--- config.mk ---
export PLATFORM = sky130hd
export DESIGN_NAME = pc_fetch_unit
export DESIGN_NICKNAME = d
export VERILOG_FILES = /design/src/rtl/pc_fetch_unit.sv
export SDC_FILE = /design/constraint.sdc
export NUM_CORES = 1
export LEC_CHECK = 0
export CAP_MARGIN = 10
export CELL_PAD_IN_SITES_DETAIL_PLACEMENT = 1
export CELL_PAD_IN_SITES_GLOBAL_PLACEMENT = 1
export CORE_MARGIN = 2
export CORE_UTILIZATION = 33
export CTS_CLUSTER_DIAMETER = 200
export CTS_CLUSTER_SIZE = 8
export DETAILED_ROUTE_END_ITERATION = 10
export PLACE_DENSITY = 0.87
export SLEW_MARGIN = 20
export SYNTH_ARGS = -nofsm -noshare
export SYNTH_HDL_FRONTEND = slang
export SYNTH_SLANG_ARGS = --single-unit
--- constraint.sdc ---
create_clock -name clk -period 3.2 [get_ports clk]
set_input_delay 0.64 -clock clk [delete_from_list [all_inputs] [get_ports clk]]
set_output_delay 0.64 -clock clk [all_outputs]
set_load 0.03 [all_outputs]
--- src/rtl/pc_fetch_unit.sv ---
// pc_fetch_unit: architectural PC, imem req/ready fetch and the
// instruction register presented to decode/execute.
module pc_fetch_unit #(
  parameter int XLEN = 32,
  parameter logic [XLEN-1:0] RESET_PC = '0
) (
  input  logic            clk,
  input  logic            rst_n,
  input  logic [1:0]      pc_sel,
  input  logic [XLEN-1:0] imm,
  input  logic [XLEN-1:0] alu_result,
  input  logic            commit,
  output logic            imem_req,
  output logic [XLEN-1:0] imem_addr,
  input  logic            imem_ready,
  input  logic [31:0]     imem_rdata,
  output logic            inst_valid,
  output logic [31:0]     inst,
  output logic [XLEN-1:0] pc,
  output logic [XLEN-1:0] pc_plus4,
  output logic [XLEN-1:0] instret,
  output logic            misalign_err
);

  typedef enum logic [1:0] {
    BOOT,
    FETCH,
    EXEC,
    ERROR
  } state_t;

  localparam logic [XLEN-1:0] FOUR = XLEN'(4);
  localparam logic [XLEN-1:0] ONE = XLEN'(1);
  localparam logic [31:0] NOP = 32'h0000_0013;

  state_t state, state_nx;

  logic [XLEN-1:0] pc_q;
  logic [XLEN-1:0] instret_q;
  logic [XLEN-1:0] next_pc;
  logic [31:0]     inst_q;
  logic            valid_q;
  logic            err_q;
  logic            fetch_done;
  logic            commit_ok;
  logic            commit_bad;

  always_comb begin
    next_pc = pc_q + FOUR;
    unique case (pc_sel)
      2'd1:    next_pc = pc_q + imm;
      2'd2:    next_pc = {alu_result[XLEN-1:1], 1'b0};
      default: next_pc = pc_q + FOUR;
    endcase
  end

  always_comb begin
    state_nx   = state;
    imem_req   = 1'b0;
    fetch_done = 1'b0;
    commit_ok  = 1'b0;
    commit_bad = 1'b0;
    unique case (state)
      BOOT: state_nx = FETCH;
      FETCH: begin
        imem_req = 1'b1;
        if (imem_ready) begin
          fetch_done = 1'b1;
          state_nx   = EXEC;
        end
      end
      EXEC: begin
        if (commit) begin
          // a misaligned target never reaches pc
          if (next_pc[1:0] == 2'b00) begin
            commit_ok = 1'b1;
            state_nx  = FETCH;
          end else begin
            commit_bad = 1'b1;
            state_nx   = ERROR;
          end
        end
      end
      ERROR:   state_nx = ERROR;
      default: state_nx = BOOT;
    endcase
  end

  always_ff @(posedge clk or negedge rst_n) begin
    if (!rst_n) begin
      state     <= BOOT;
      pc_q      <= RESET_PC;
      inst_q    <= NOP;
      valid_q   <= 1'b0;
      instret_q <= '0;
      err_q     <= 1'b0;
    end else begin
      state <= state_nx;
      if (fetch_done) begin
        inst_q  <= imem_rdata;
        valid_q <= 1'b1;
      end
      if (commit_ok) begin
        pc_q      <= next_pc;
        instret_q <= instret_q + ONE;
        valid_q   <= 1'b0;
      end
      if (commit_bad) begin
        err_q   <= 1'b1;
        valid_q <= 1'b0;
      end
    end
  end

  assign imem_addr    = pc_q;
  assign pc           = pc_q;
  assign pc_plus4     = pc_q + FOUR;
  assign inst         = inst_q;
  assign inst_valid   = valid_q;
  assign instret      = instret_q;
  assign misalign_err = err_q;

endmodule

After elaboration in Yosys (flattened, before gate mapping)
Index checks and enable logic that the tools add are counted.

storage, ports and cells
  bits of input ports = 102
  bits in registers = 100
  word-level logic and storage cells = 37

operators by class
  muxes and demuxes = 17
  reductions and logical operators = 4
  add/subtract/negate cells = 3
  equality and inequality tests = 7

operator list
  operator               count
  $pmux 32 s2            1
  $add 32x1->32 const B  1
  $add 32x3->32 const B  1
  $add 32x32->32         1
  $mux 1                 12
  $pmux 2 s4             1
  $eq 2x2->1 const B     3
  $mux 2                 3
  $eq 2x1->1 const B     2
  $logic_not 2->1        2
  $ne 2x2->1 const B     2
  $reduce_bool 3->1      1
  $reduce_and 2->1       1

Logic depth before layout (Yosys ltp)
Gate-level depths: netlist of the first run.

  depth in word-level cells = 8
  mapped depth = 12
  mapped depth without buffers = 10

Worst setup path after synthesis of the first run
Ideal clock, no wire load.

  path type = flip-flop to output port
  from = register pc_q[2], in the netlist imem_addr[2]
  to = output pc_plus4[26]
  cell stages (with the launch flop) = 8
  required time = 2.560 ns
  data arrival time = 2.494 ns
  buffers on the path = 0
  setup slack = 0.066 ns
  cells stage by stage = dfrtp_1 > ha_1 > and4_4 > nand4_4 > nor2_8 > nand2_4 > or3_4 > xnor2_1

on the way
  longest elaborated chain between the ends = 1

RTL lines
  what                    line  RTL
  from (decl)             38    logic [XLEN-1:0] pc_q;
  from (signal assigned)  104   pc_q <= next_pc;
  $add 32x3->32           117   assign pc_plus4 = pc_q + FOUR;
  to (decl)               20    output logic [XLEN-1:0] pc_plus4,

Every way passes these cells.

Worst setup path after layout of the first run
  from = register pc_q[3], in the netlist imem_addr[3]
  to = output pc_plus4[26]

The elaborated chain is that of the path after synthesis.

==> impl_metrics.py, run 1 <==
metrics = {
    "synth": {
        "synth-edff-count": 0,
        "seq_area_frac_synth_pct": 34.8,
        "async_flop_share_pct": 100,
        "syn_area_per_cell_um2": 9.08,
        "post_synth_num_cell_types": 71,
        "syn-num-nets": 932,
        "syn_inst": 794,
        "syn-cell-area_um2": 7210,
        "ys_warn_count": 0,
        "ys_ff_latch": 100,
        "synth-main-ff-cell": "dfrtp_1",
    },
    "critical_path": {
        "max_stage_delay_ns": 0.43,
        "startpoint": "imem_addr[3]",
        "path_cells": "ha_2, and4_4, nand4_4, nor2_8, nand2_4, or3_4, xnor2_4, buf_12",
        "crit_path_start_kind": "flop",
        "cp.buffers_inverters": 1,
        "worstPathMaxFanout": 8,
        "worstReg2RegStart": "imem_addr[4]",
        "end_kind": "output port",
        "crit_family": "simple AND/OR/NAND/NOR gates",
        "critPathRequiredTime_ns": 2.56,
        "crit_type": "reg -> out",
        "cp.arrival_ns": 2.47,
        "crit_slowest_cell": "dfrtp_2",
    },
    "timing": {
        "final-setup-viol-count": 0,
        "worst_slew_pin_slew_ns": 0.833,
        "maxSlewViolCount": 0,
        "slew_headroom_pct": 44.4,
        "min_period_ns": 3.11,
        "period_share_pct": 97.3,
        "fmax_ghz": 0.321,
        "hold_viol_final": 0,
        "skew_ns": 0.0117,
    },
    "power": {
        "vdd_drop_max_mv": 0.262,
        "leakagePower_nw": 4.73,
        "p_per_area_nw_per_um2": 524,
    },
    "clocking": {
        "clock_sinks": 100,
        "cts_root_buf": "clkbuf_16",
        "clk_pin_slew_ns": 0.08,
        "hold_buffers": 0,
        "clk_path_buf_depth": 2,
        "tritoncts": "built",
        "cts_buffers": 9,
        "htreeDepth": 3,
        "insertion_delay_ns": 0.35,
    },
    "floorplanning": {
        "initial_core_util_pct": 33.3,
        "die_x_um": 152,
        "die_area_um2": 23000,
        "core_um2": 21600,
        "die_h_um": 152,
        "io_pins": 265,
        "num_rows": 54,
    },
    "placed_design": {
        "place.gp.congestion": 0.895,
        "dp_hpwl_um": 21700,
        "dp_cells": 1346,
        "portBuffers": 263,
    },
    "route": {
        "vias": 7427,
        "drt_first_pass_iters": 4,
        "ant_nets": 0,
        "drt_wl_total_um": 28000,
        "wl_per_cell_um": 20.5,
        "viasPerCell": 5.43,
        "drc": 0,
        "drt_iter0_drc": 294,
    },
    "layout": {
        "diodes": 0,
        "mostFrequentLayoutCells": "clkdlybuf4s50_1, dfrtp_1, buf_4",
        "areaGrowthSynthToFinish_pct": 52.2,
        "drive_gt1_share_pct": 17.8,
        "post-route-util_pct": 50.7,
        "final_common_cell": "clkdlybuf4s50_1",
        "layout.nets": 1220,
        "fin_cells": 1367,
    },
    "status": {
        "status": "complete, no violations",
    },
    "global_route": {
        "grt_overflow": 0,
        "grtUsageTotal_pct": 23.8,
        "grt_pass1_vias": 7864,
        "grt_pass1_wl_um": 42200,
        "antenna_found_initial": 0,
        "grt_max_degree": 46,
    },
    "worst_hold_path": {
        "min_path_type": "in -> async",
    },
    "flow_run": {
        "cap_violations": 0,
    },
}
==> synthesized netlist by cell type, drive strengths merged, types with 5 or more instances <==
cell type	n	area share [%]
dfrtp	97	34
nand2	78	4.2
xnor2	62	7.5
a21oi	55	3.9
nor2	48	2.7
o21ai	45	3.1
buf	44	4.2
ha	35	6.1
clkbuf	33	1.7
mux2	33	5.2
nand3	33	2.4
xor2	28	3.4
nand4	22	2.3
and3	20	1.8
a21o	18	1.9
a221oi	16	1.9
inv	10	0.52
nor3	10	0.76
a31oi	9	0.78
and4	9	1.1
o211ai	7	0.73
a211oi	6	0.62
nor2b	6	0.52
mux2i	5	0.69
==> final timing paths <==
check	depth (start not counted)	endpoint	slack (ns)
min	1	inst[16]	0.31
max reg2reg	10	imem_addr[31]	0.32
min reg2reg	1	instret[31]	0.47
max in group asynchronous	2	imem_addr[19]	2.14
min in group clk	1	instret[31]	0.47
max	8	pc_plus4[26]	0.09
==> logic make-up (layout without fill, tap and decap cells) <==
kind of cell               Yosys count  after routing  share of synthesized area [%]
xor gates and xnor gates            90             90                           10.9
and+or+nand+nor                    244            244                           17.5
adders and majority gates           36             36                           6.35
AOI/OAI and AO/OA                  198            198                           18.0
buffers and inverters               88            381                           6.53
muxes                               38             38                           5.90
DFF                                100            100                           34.8
==> per-stage QoR <==
| stage | hold WS (ns) | cell area (um^2) | worst slack, ns | TNS, ns | power, mW |
|---|---|---|---|---|---|
| floorplan | 0.344 | 7210 | 0.0662 | 0 | 3.34 |
| global placement | 0.453 | 10600 | -0.209 | -2.52 | 4.53 |
| detailed placement | 0.461 | 10600 | -0.313 | -7.60 | 4.63 |
| CTS | 0.317 | 10900 | 0.00104 | 0 | 5.77 |
| global route | 0.330 | 11000 | -0.0331 | -0.0518 | 6.06 |
| finish | 0.306 | 11000 | 0.0875 | 0 | 5.75 |
==> cell type report <==
type	count	area (um^2)
Fill cell	2471	10600
Multi-Input combinational cell	606	4290
Timing Repair Buffer	354	3480
Sequential cell	100	2510
Tap cell	280	350
Clock buffer	10	239
Clock inverter	6	60.1
Inverter	11	41.3
==> worst register-to-register path: stages (launching register included) <==
cell	delay, ns
dfrtp_1	0.44
buf_4	0.18
ha_1	0.33
a21oi_1	0.24
nand2_1	0.15
o2111ai_1	0.29
nand4_1	0.29
a31o_2	0.35
a31oi_1	0.24
xnor2_1	0.17
o21ai_1	0.08
==> per-layer routing <==
layer  track usage (%)  share of wire (%)  up-vias
met1              28.3                 41     3675
met2              42.5                 50      297
met3              4.37                6.4       57
met5                 0                  0        -
li1                  -                  -     3398
met4              8.75                2.9        0
==> flip-flops by register name, indices dropped and copies added (netlist names) <==
name	cells
state	2
instret	32
imem_addr	32
inst_valid	1
misalign_err	1
inst	32
==> power by group <==
part | internal (mW) | switching (mW)
clock network | 0.566 | 0.555
logic | 1.32 | 1.63
registers | 1.48 | 0.194
total | 3.37 | 2.38
==> repair_timing <==
item,4_1_cts,5_1_grt
setup endpoints to repair,10,18
setup buffers,2,3
resized for setup,10,11
pin swaps,1,3
Power figures use the tool's default switching activity.
==> run 2, diff against run 1 <==
Settings changed: TNS_END_PERCENT set to 100.
==> results of run 2 <==
The final DEF is identical to that of run 1; final timing and power are the same.
